File: src/rtl/port_ingress_fifo.sv
// Store-and-forward ingress FIFO: packets become visible only once their eop word lands.
// Optional drop statistics counter enabled by defining INGRESS_DROP_STATS_EN.
module port_ingress_fifo #(
  parameter int DATA_WIDTH     = 16,
  parameter int DEPTH          = 32,
  parameter int PRIORITY_WIDTH = 3
) (
  input  logic                      clk,
  input  logic                      rst,
  input  logic                      wr_vld,
  input  logic                      wr_sop,
  input  logic                      wr_eop,
  input  logic [DATA_WIDTH-1:0]     wr_data,
  input  logic [PRIORITY_WIDTH-1:0] wr_prio,
  input  logic                      next_data,
  output logic                      ready,
  output logic                      eop,
  output logic [PRIORITY_WIDTH-1:0] priority_out,
  output logic [DATA_WIDTH-1:0]     data_out,
`ifdef INGRESS_DROP_STATS_EN
  output logic [15:0]               drop_cnt,
`endif
  output logic                      wr_full
);
  localparam int AW = $clog2(DEPTH);
  localparam logic [AW:0] ONE      = (AW+1)'(1);
  localparam logic [AW:0] FULL_OCC = (AW+1)'(DEPTH);

  typedef struct packed {
    logic [DATA_WIDTH-1:0]     data;
    logic [PRIORITY_WIDTH-1:0] prio;
    logic                      eop;
  } entry_t;

  typedef enum logic [1:0] {IDLE, RECV, DROP} wr_state_t;

  wr_state_t                 state;
  logic [AW:0]               wr_ptr, commit_ptr, rd_ptr, pkt_cnt;
  logic [PRIORITY_WIDTH-1:0] prio_q;
  entry_t                    mem [DEPTH];
  entry_t                    head, wr_entry;
  logic [AW:0]               mem_addr;
  logic                      mem_we, cmt_full, commit, pop, pop_eop;

  assign wr_full  = (wr_ptr - rd_ptr) == FULL_OCC;
  assign cmt_full = (commit_ptr - rd_ptr) == FULL_OCC;
  assign ready    = pkt_cnt != '0;
  assign head     = mem[rd_ptr[AW-1:0]];
  assign pop      = next_data & ready;
  assign pop_eop  = pop & head.eop;

  assign data_out     = ready ? head.data : '0;
  assign priority_out = ready ? head.prio : '0;
  assign eop          = ready & head.eop;

  assign wr_entry = '{data: wr_data, prio: (wr_sop ? wr_prio : prio_q), eop: wr_eop};

  // A sop inside RECV restarts the packet at commit_ptr, overwriting the orphaned partial.
  always_comb begin
    mem_we   = 1'b0;
    mem_addr = wr_ptr;
    case (state)
      IDLE: mem_we = wr_vld & wr_sop & ~wr_full;
      RECV: if (wr_vld) begin
        if (wr_sop) begin
          mem_we   = ~cmt_full;
          mem_addr = commit_ptr;
        end else begin
          mem_we   = ~wr_full;
        end
      end
      default: mem_we = 1'b0;
    endcase
  end

  assign commit = mem_we & wr_eop;

  always_ff @(posedge clk) begin
    if (mem_we) mem[mem_addr[AW-1:0]] <= wr_entry;
  end

  always_ff @(posedge clk or posedge rst) begin
    if (rst) begin
      state      <= IDLE;
      wr_ptr     <= '0;
      commit_ptr <= '0;
      prio_q     <= '0;
    end else begin
      if (mem_we) begin
        wr_ptr <= mem_addr + ONE;
        if (wr_sop) prio_q <= wr_prio;
        if (wr_eop) commit_ptr <= mem_addr + ONE;
      end else if (state == RECV && wr_vld) begin
        wr_ptr <= commit_ptr;
      end
      case (state)
        IDLE: if (wr_vld && wr_sop && !wr_eop) state <= mem_we ? RECV : DROP;
        RECV: if (wr_vld) begin
          if (wr_eop)      state <= IDLE;
          else if (mem_we) state <= RECV;
          else             state <= DROP;
        end
        DROP: if (wr_vld && wr_eop) state <= IDLE;
        default: state <= IDLE;
      endcase
    end
  end

  always_ff @(posedge clk or posedge rst) begin
    if (rst) begin
      rd_ptr  <= '0;
      pkt_cnt <= '0;
    end else begin
      if (pop) rd_ptr <= rd_ptr + ONE;
      case ({commit, pop_eop})
        2'b10:   pkt_cnt <= pkt_cnt + ONE;
        2'b01:   pkt_cnt <= pkt_cnt - ONE;
        default: pkt_cnt <= pkt_cnt;
      endcase
    end
  end

`ifdef INGRESS_DROP_STATS_EN
  logic drop_inc;
  assign drop_inc = (state == IDLE && wr_vld && wr_sop && wr_full) ||
                    (state == RECV && wr_vld && (wr_sop || !mem_we));

  always_ff @(posedge clk or posedge rst) begin
    if (rst)                             drop_cnt <= '0;
    else if (drop_inc && drop_cnt != '1) drop_cnt <= drop_cnt + 16'd1;
  end
`endif
endmodule

File: config.mk
export PLATFORM = sky130hd
export DESIGN_NAME = port_ingress_fifo
export DESIGN_NICKNAME = d
export VERILOG_FILES = /design/src/rtl/port_ingress_fifo.sv
export SDC_FILE = /design/constraint.sdc
export NUM_CORES = 1
export LEC_CHECK = 0
export CORE_ASPECT_RATIO = 0.7
export CORE_MARGIN = 3
export CORE_UTILIZATION = 25
export DETAILED_ROUTE_END_ITERATION = 7
export PLACE_DENSITY = 0.39
export SLEW_MARGIN = 0
export SYNTH_ARGS = -nofsm -noshare
export SYNTH_HDL_FRONTEND = slang
export SYNTH_SLANG_ARGS = --single-unit
File: constraint.sdc
create_clock -name clk -period 4.8 [get_ports clk]
set_clock_uncertainty 0.1 [all_clocks]
set_input_delay 0.96 -clock clk [delete_from_list [all_inputs] [get_ports clk]]
set_output_delay 0.96 -clock clk [all_outputs]
set_load 0.1 [all_outputs]
Yosys cells after proc, flatten, opt, wreduce, memory -nomap -nowiden

Memory sizes are Yosys's and may differ from the RTL's.
Cells that the tools add are included.

Add/sub/neg operators: 6
Equality and inequality tests: 9
Mux-type cells: 20
Bitwise gates (word level): 8
Reductions and logical operators: 11

Operator list:

| cell                                             | number |
|---|---|
| two-way mux 6 bit                                | 5 |
| adder 6 x 1 -> 6 bit, second input constant      | 3 |
| two-way mux 16 bit                               | 1 |
| == test 6 bit, second input constant             | 2 |
| case mux 6 bit (2 select lines)                  | 1 |
| subtractor 6 bit                                 | 2 |
| two-way mux 2 bit                                | 5 |
| bitwise AND 1 bit                                | 6 |
| two-way mux 3 bit                                | 2 |
| inequality test 2 bit, second input constant     | 3 |
| case mux 2 bit (3 select lines)                  | 1 |
| nonzero test 6 bit                               | 1 |
| subtractor 6 x 1 -> 6 bit, second input constant | 1 |
| == test 2 x 1 -> 1 bit, second input constant    | 2 |
| == test 2 bit, second input constant             | 2 |
| logical AND 1 bit                                | 4 |
| two-way mux 1 bit                                | 4 |
| nonzero test 2 bit                               | 2 |
| AND reduction 3 bit                              | 1 |
| logical NOT 2 bit                                | 1 |
| inverter 1 bit                                   | 2 |
| case mux 1 bit (2 select lines)                  | 1 |
| AND reduction 2 bit                              | 1 |
| logical NOT 1 bit                                | 1 |

Register bits: 29
RAM bits: 640
Input bits: 25
Output and inout bits: 22
Logic and storage cells: 61
Memories: 1

Memory list:

| memory | words | width | rd ports | clocked after Yosys merged registers in | wr ports | line | text |
|---|---|---|---|---|---|---|---|
| mem    | 32    | 20    | 1        | 0                                       | 1        | 40   | `entry_t mem [DEPTH];` |

Logic depth before layout (Yosys ltp)

Depth after elaboration: 10
Mapped depth: 21
Depth with buffers taken out: 17

Worst setup path after synthesis

Ideal clock, no wire load.

Path kind: register to register
Start point: register rd_ptr[1]
End point: memory mem[23][0] in the netlist's numbering (enable)
Library setup time: 0.422 ns
Arrival: 4.220 ns
Required time: 4.278 ns
Path slack: 0.058 ns
Cell stages (with the launch flop): 13
Buffers on the path: 3
Clock period less this slack: 4.742 ns
Cell sequence: dfrtp_1 buf_2 buf_1 buf_1 inv_1 ha_1 nor2b_2 o221ai_1 a21oi_2 xnor2_2 o2111a_2 o21ai_4 nor3_1

Word-level cells in the longest chain between the ends: 8
Elaborated cells on any way between the ends: 12
Classes of those cells: add/sub: 2; eq/ne: 2; mux: 5; bitwise: 3

Ends and longest elaborated chain:

| what                                       | line       | text |
|---|---|---|
| start: declaration                         | 38         | `logic [AW:0] wr_ptr, commit_ptr, rd_ptr, pkt_cnt;` |
| start signal: assignment                   | 114        | `if (pop) rd_ptr <= rd_ptr + ONE;` |
| subtractor 6 bit, on equally long branches | 45, 46     |  |
| == test 6 bit, on equally long branches    | 45, 46     |  |
| inverter 1 bit, on equally long branches   | 63, 69, 66 |  |
| two-way mux 1 bit                          | 65         | `if (wr_sop) begin` |
| two-way mux 1 bit                          | 64         | `RECV: if (wr_vld) begin` |
| case mux 1 bit (2 select lines) *          | 62         | `case (state)` |
| two-way mux 1 bit *                        | 79         | `if (mem_we) mem[mem_addr[AW-1:0]] <= wr_entry;` |
| two-way mux 1 bit (not written as such) *  | 79         |  |
| end: declaration                           | 40         |  |

Every way passes the cells marked *; elsewhere a longest branch is shown, timed or not.

Worst setup path in the final report

Start point: register rd_ptr[0]
End point: output data_out[8]

Word-level cells in the longest chain between the ends: 2

Ends and longest elaborated chain:

| what                      | line | text |
|---|---|---|
| memory read (32 x 20 bit) | n/a  |  |
| two-way mux 16 bit        | 52   | `assign data_out = ready ? head.data : '0;` |
| end: declaration          | 19   | `output logic [DATA_WIDTH-1:0] data_out,` |

No other way between the ends.

==> metrics <==
leakage=slightly above 10 nW; Data required, critical path=approximately 3.7 ns; Starting Density=25.5%; Tightest Pin Transition=approximately 1.3 ns; Sinks on Clock Net=around 670; Clock Latency Late Sink=0.62 ns; worst hold path stage count=1; layout cells sized above 1=roughly 30%; crit start category=flip-flop; Pwr Total=between 0.02 and 0.025 W; synth warn=0; sum of negative setup slack=0 ns; Core Rows=99; wire length per cell=between 20 and 25 µm; global-route wire length before repair=between 100 and 150 mm; internal power=0.0130 W; Mean Syn Cell Area=roughly 21 µm²; Hold Crit Endpoint=pkt_cnt[5]$_DFFE_PP0P_; antenna viol nets, final=0; Cell Pwr Density=639 nW/µm²; Area growth syn-to-layout=19.1%; Nets=~1,400; Final Cycle Share=a little over nine tenths; Chip Height=280 µm; Cell Area, Synth=around 27,000 µm²; maxcap violations=0; post-synth cell types=65; FF-to-FF Start=rd_ptr[0]$_DFFE_PP0P_; post-synthesis sequential area ratio=74.5%; drt initial violations=a little over 1,000; Slew Limit Fails=0; Relative slew margins=~12%; core area=approximately 110,000 µm²; main flop type after synthesis=edfxtp_1; clock network power share=25.3%; Final GP Congestion=around 0.75; die area=between 100,000 and 150,000 µm²; Synth async-reset ratio=between 4 and 5%; worst flop-to-flop path endpoint=pkt_cnt[5]$_DFFE_PP0P_; final setup fails=0; endpoint type of the worst setup path=output port; VDD IR max=about 1.6 mV; Seq cells post-synth=roughly 670; DRC Markers=0; RSZ-0062 raised after global routing=no; R2R Setup Slk=roughly 0.70 ns; CTS tree=done; Hold-fix buffers, CTS=0; Fmax=roughly 220 MHz; placed cell areas=between 20,000 and 30,000 µm²; Tot GR Track Use=between 10% and 20%; DP Wirelength=a little over 40 mm; Fillers=10,100; vias in the first global route=about 13,000; H-tree levels=3; Num CTS Buffers=between 60 and 70; final WL=70.6 mm; router iterations before antenna repair=5; post-cts sizing count=0; total grt overflow=0; Final min period=around 4.6 ns; Reg power frac=between 30% and 40%; Comb pwr share=between 40% and 50%; I/O pin count=between 40 and 50; largest net degree at the start of global routing=63; worst r2r path cells=17; I/O Buffers=between 40 and 50; count of final hold-check violations=0; vias after detailed routing=about 13,000; Vias/cell=4.52; Clock transition at path regs=about 0.060 ns; Critical path origin=rd_ptr[0]$_DFFE_PP0P_; fraction of power spent switching nets=a little over a third; status=finished clean; number of flops mapped to enable cells by yosys=640; switching pwr=roughly 0.0073 W; initial antenna violation count=2; Hold Path Class=reg -> reg; Root Driver=clkbuf_16; CP Class=reg -> out; die width=397 µm; CTS Buffer Depth=3; worst path arrival time=between 3 and 4 ns; Worst Min Path Start=pkt_cnt[5]$_DFFE_PP0P_; Design Area, Final=approximately 32,000 µm²; Gate Count Post-Synth=between 1,000 and 1,500; Syn Nets=1,298; crit path max fanout=28
-- area by class of cell --
cell class / instances / area (µm²) / share of cell area [%]
flip-flops and latches: 669 / 20000 / 62.6
multi-input cells: 507 / 6540 / 20.5
clock buffers: 89 / 1780 / 5.58
well taps: 1414 / 1770 / 5.55
repair buffers: 126 / 1450 / 4.55
clock inverters: 30 / 319 / 1.00
inverters: 17 / 65.1 / 0.204
diodes: 1 / 2.50 / 0.00785
-- power by group through the flow --
stage          logic [W]  registers, W  clock network [W]
2_1_floorplan    0.00535       0.00700                  0
3_3_place_gp     0.00825       0.00717                  0
3_5_place_dp     0.00825       0.00717                  0
4_1_cts          0.00834       0.00702            0.00534
5_1_grt          0.00870       0.00706            0.00558
6_report         0.00819       0.00702            0.00516
-- cells in the mapped netlist (all sizes together), types with 2 or more instances --
| cell type | number | area share (%) |
|---|---|---|
| o21ai | 21 | 0.48 |
| nand3 | 4 | 0.075 |
| a2111oi | 2 | 0.089 |
| a211o | 3 | 0.13 |
| ha | 18 | 0.84 |
| a211oi | 2 | 0.056 |
| a32oi | 2 | 0.065 |
| nand3b | 3 | 0.084 |
| and3 | 26 | 0.61 |
| inv | 17 | 0.24 |
| nand2 | 74 | 1.1 |
| xor2 | 8 | 0.26 |
| and2 | 3 | 0.070 |
| nor3 | 13 | 0.29 |
| a31oi | 2 | 0.047 |
| dfrtp | 29 | 2.7 |
| nand4 | 2 | 0.047 |
| mux4 | 198 | 17 |
| mux2 | 11 | 0.46 |
| mux2i | 9 | 0.35 |
| clkbuf | 29 | 0.41 |
| a21oi | 33 | 0.63 |
| o311ai | 2 | 0.13 |
| buf | 33 | 0.62 |
| xnor2 | 13 | 0.45 |
| o2111a | 2 | 0.089 |
| o21a | 2 | 0.056 |
| and3b | 2 | 0.065 |
| or3 | 2 | 0.047 |
| nor2b | 8 | 0.20 |
| edfxtp | 640 | 72 |
| nor2 | 25 | 0.35 |
-- placed cells by master (no fill, tap or decap), drive strengths merged, types with 2 or more instances in the layout --
cell,count
a2111oi,2
a211o,3
a211oi,2
a21oi,33
a31oi,2
a32oi,2
and2,3
and3,26
and3b,2
buf,101
bufinv,5
clkbuf,89
clkdlybuf4s50,25
clkinv,22
dfrtp,29
edfxtp,640
ha,18
inv,19
mux2,11
mux2i,9
mux4,198
nand2,74
nand3,4
nand3b,3
nand4,2
nor2,25
nor2b,8
nor3,13
o2111a,2
o21a,2
o21ai,21
o311ai,2
or3,2
xnor2,13
xor2,8
-- registers in the layout, summed over array words and instances, names as in the netlist --
register    cells
wr_ptr          6
rd_ptr          6
mem           640
commit_ptr      6
state           2
pkt_cnt         6
prio_q          3
-- logic make-up after synthesis --
family | synth area share (%)
multiplexers | 17.5
AO/OA/AOI/OAI | 2.21
XOR/XNOR | 0.715
AND/OR/NAND/NOR | 3.01
flip-flops | 74.5
buffers and inverters | 1.26
adder cells (fa/ha/maj) | 0.841
-- how the worst max path moves through the flow --
| stage | slack (ns) | cells past startpoint | endpoint |
|---|---|---|---|
| detailed placement | 0.44 | 9 | mem[27][10]$_DFFE_PP_ |
| global placement | 0.48 | 9 | mem[27][10]$_DFFE_PP_ |
| CTS | 0.08 | 7 | data_out[13] |
| floorplan | 0.06 | 12 | mem[23][0]$_DFFE_PP_ |
| global route | 0.03 | 7 | data_out[13] |
| finish | 0.18 | 7 | data_out[8] |
-- repair_timing --
action                                  4_1_cts  5_1_grt
endpoints found under the setup margin        9        0
hold endpoints to repair                      0        0
buffers inserted                              1        0
-- critical path: stages, from the launching register on --
cell,delay [ns]
dfrtp_4,0.71
buf_12,0.31
buf_4,0.28
mux4_2,0.57
mux4_2,0.54
nand2_1,0.09
a21oi_1,0.16
buf_12,0.22
-- per-stage QoR --
| stage | hold WS [ns] | instances | utilization, % | setup WS (ns) |
|---|---|---|---|---|
| after floorplan | 0.343 | 1255 | - | 0.0581 |
| after global routing | 0.422 | 2853 | 30.3 | 0.0259 |
| after CTS | 0.406 | 2851 | 30.3 | 0.0761 |
| after detailed placement | 0.392 | 2731 | 28.3 | 0.443 |
| after global placement | 0.386 | 2731 | 28.3 | 0.484 |
| final | 0.399 | 2853 | 30.3 | 0.178 |
-- layer usage --
metal	vias to the layer above	wire, µm	global-route usage [%]
met3	87	3430	2.53
met2	314	29800	18.1
met5	-	0	0
met1	7013	36100	20.1
li1	5495	-	-
met4	0	1260	3.00
(Power assumes the default switching activity.)
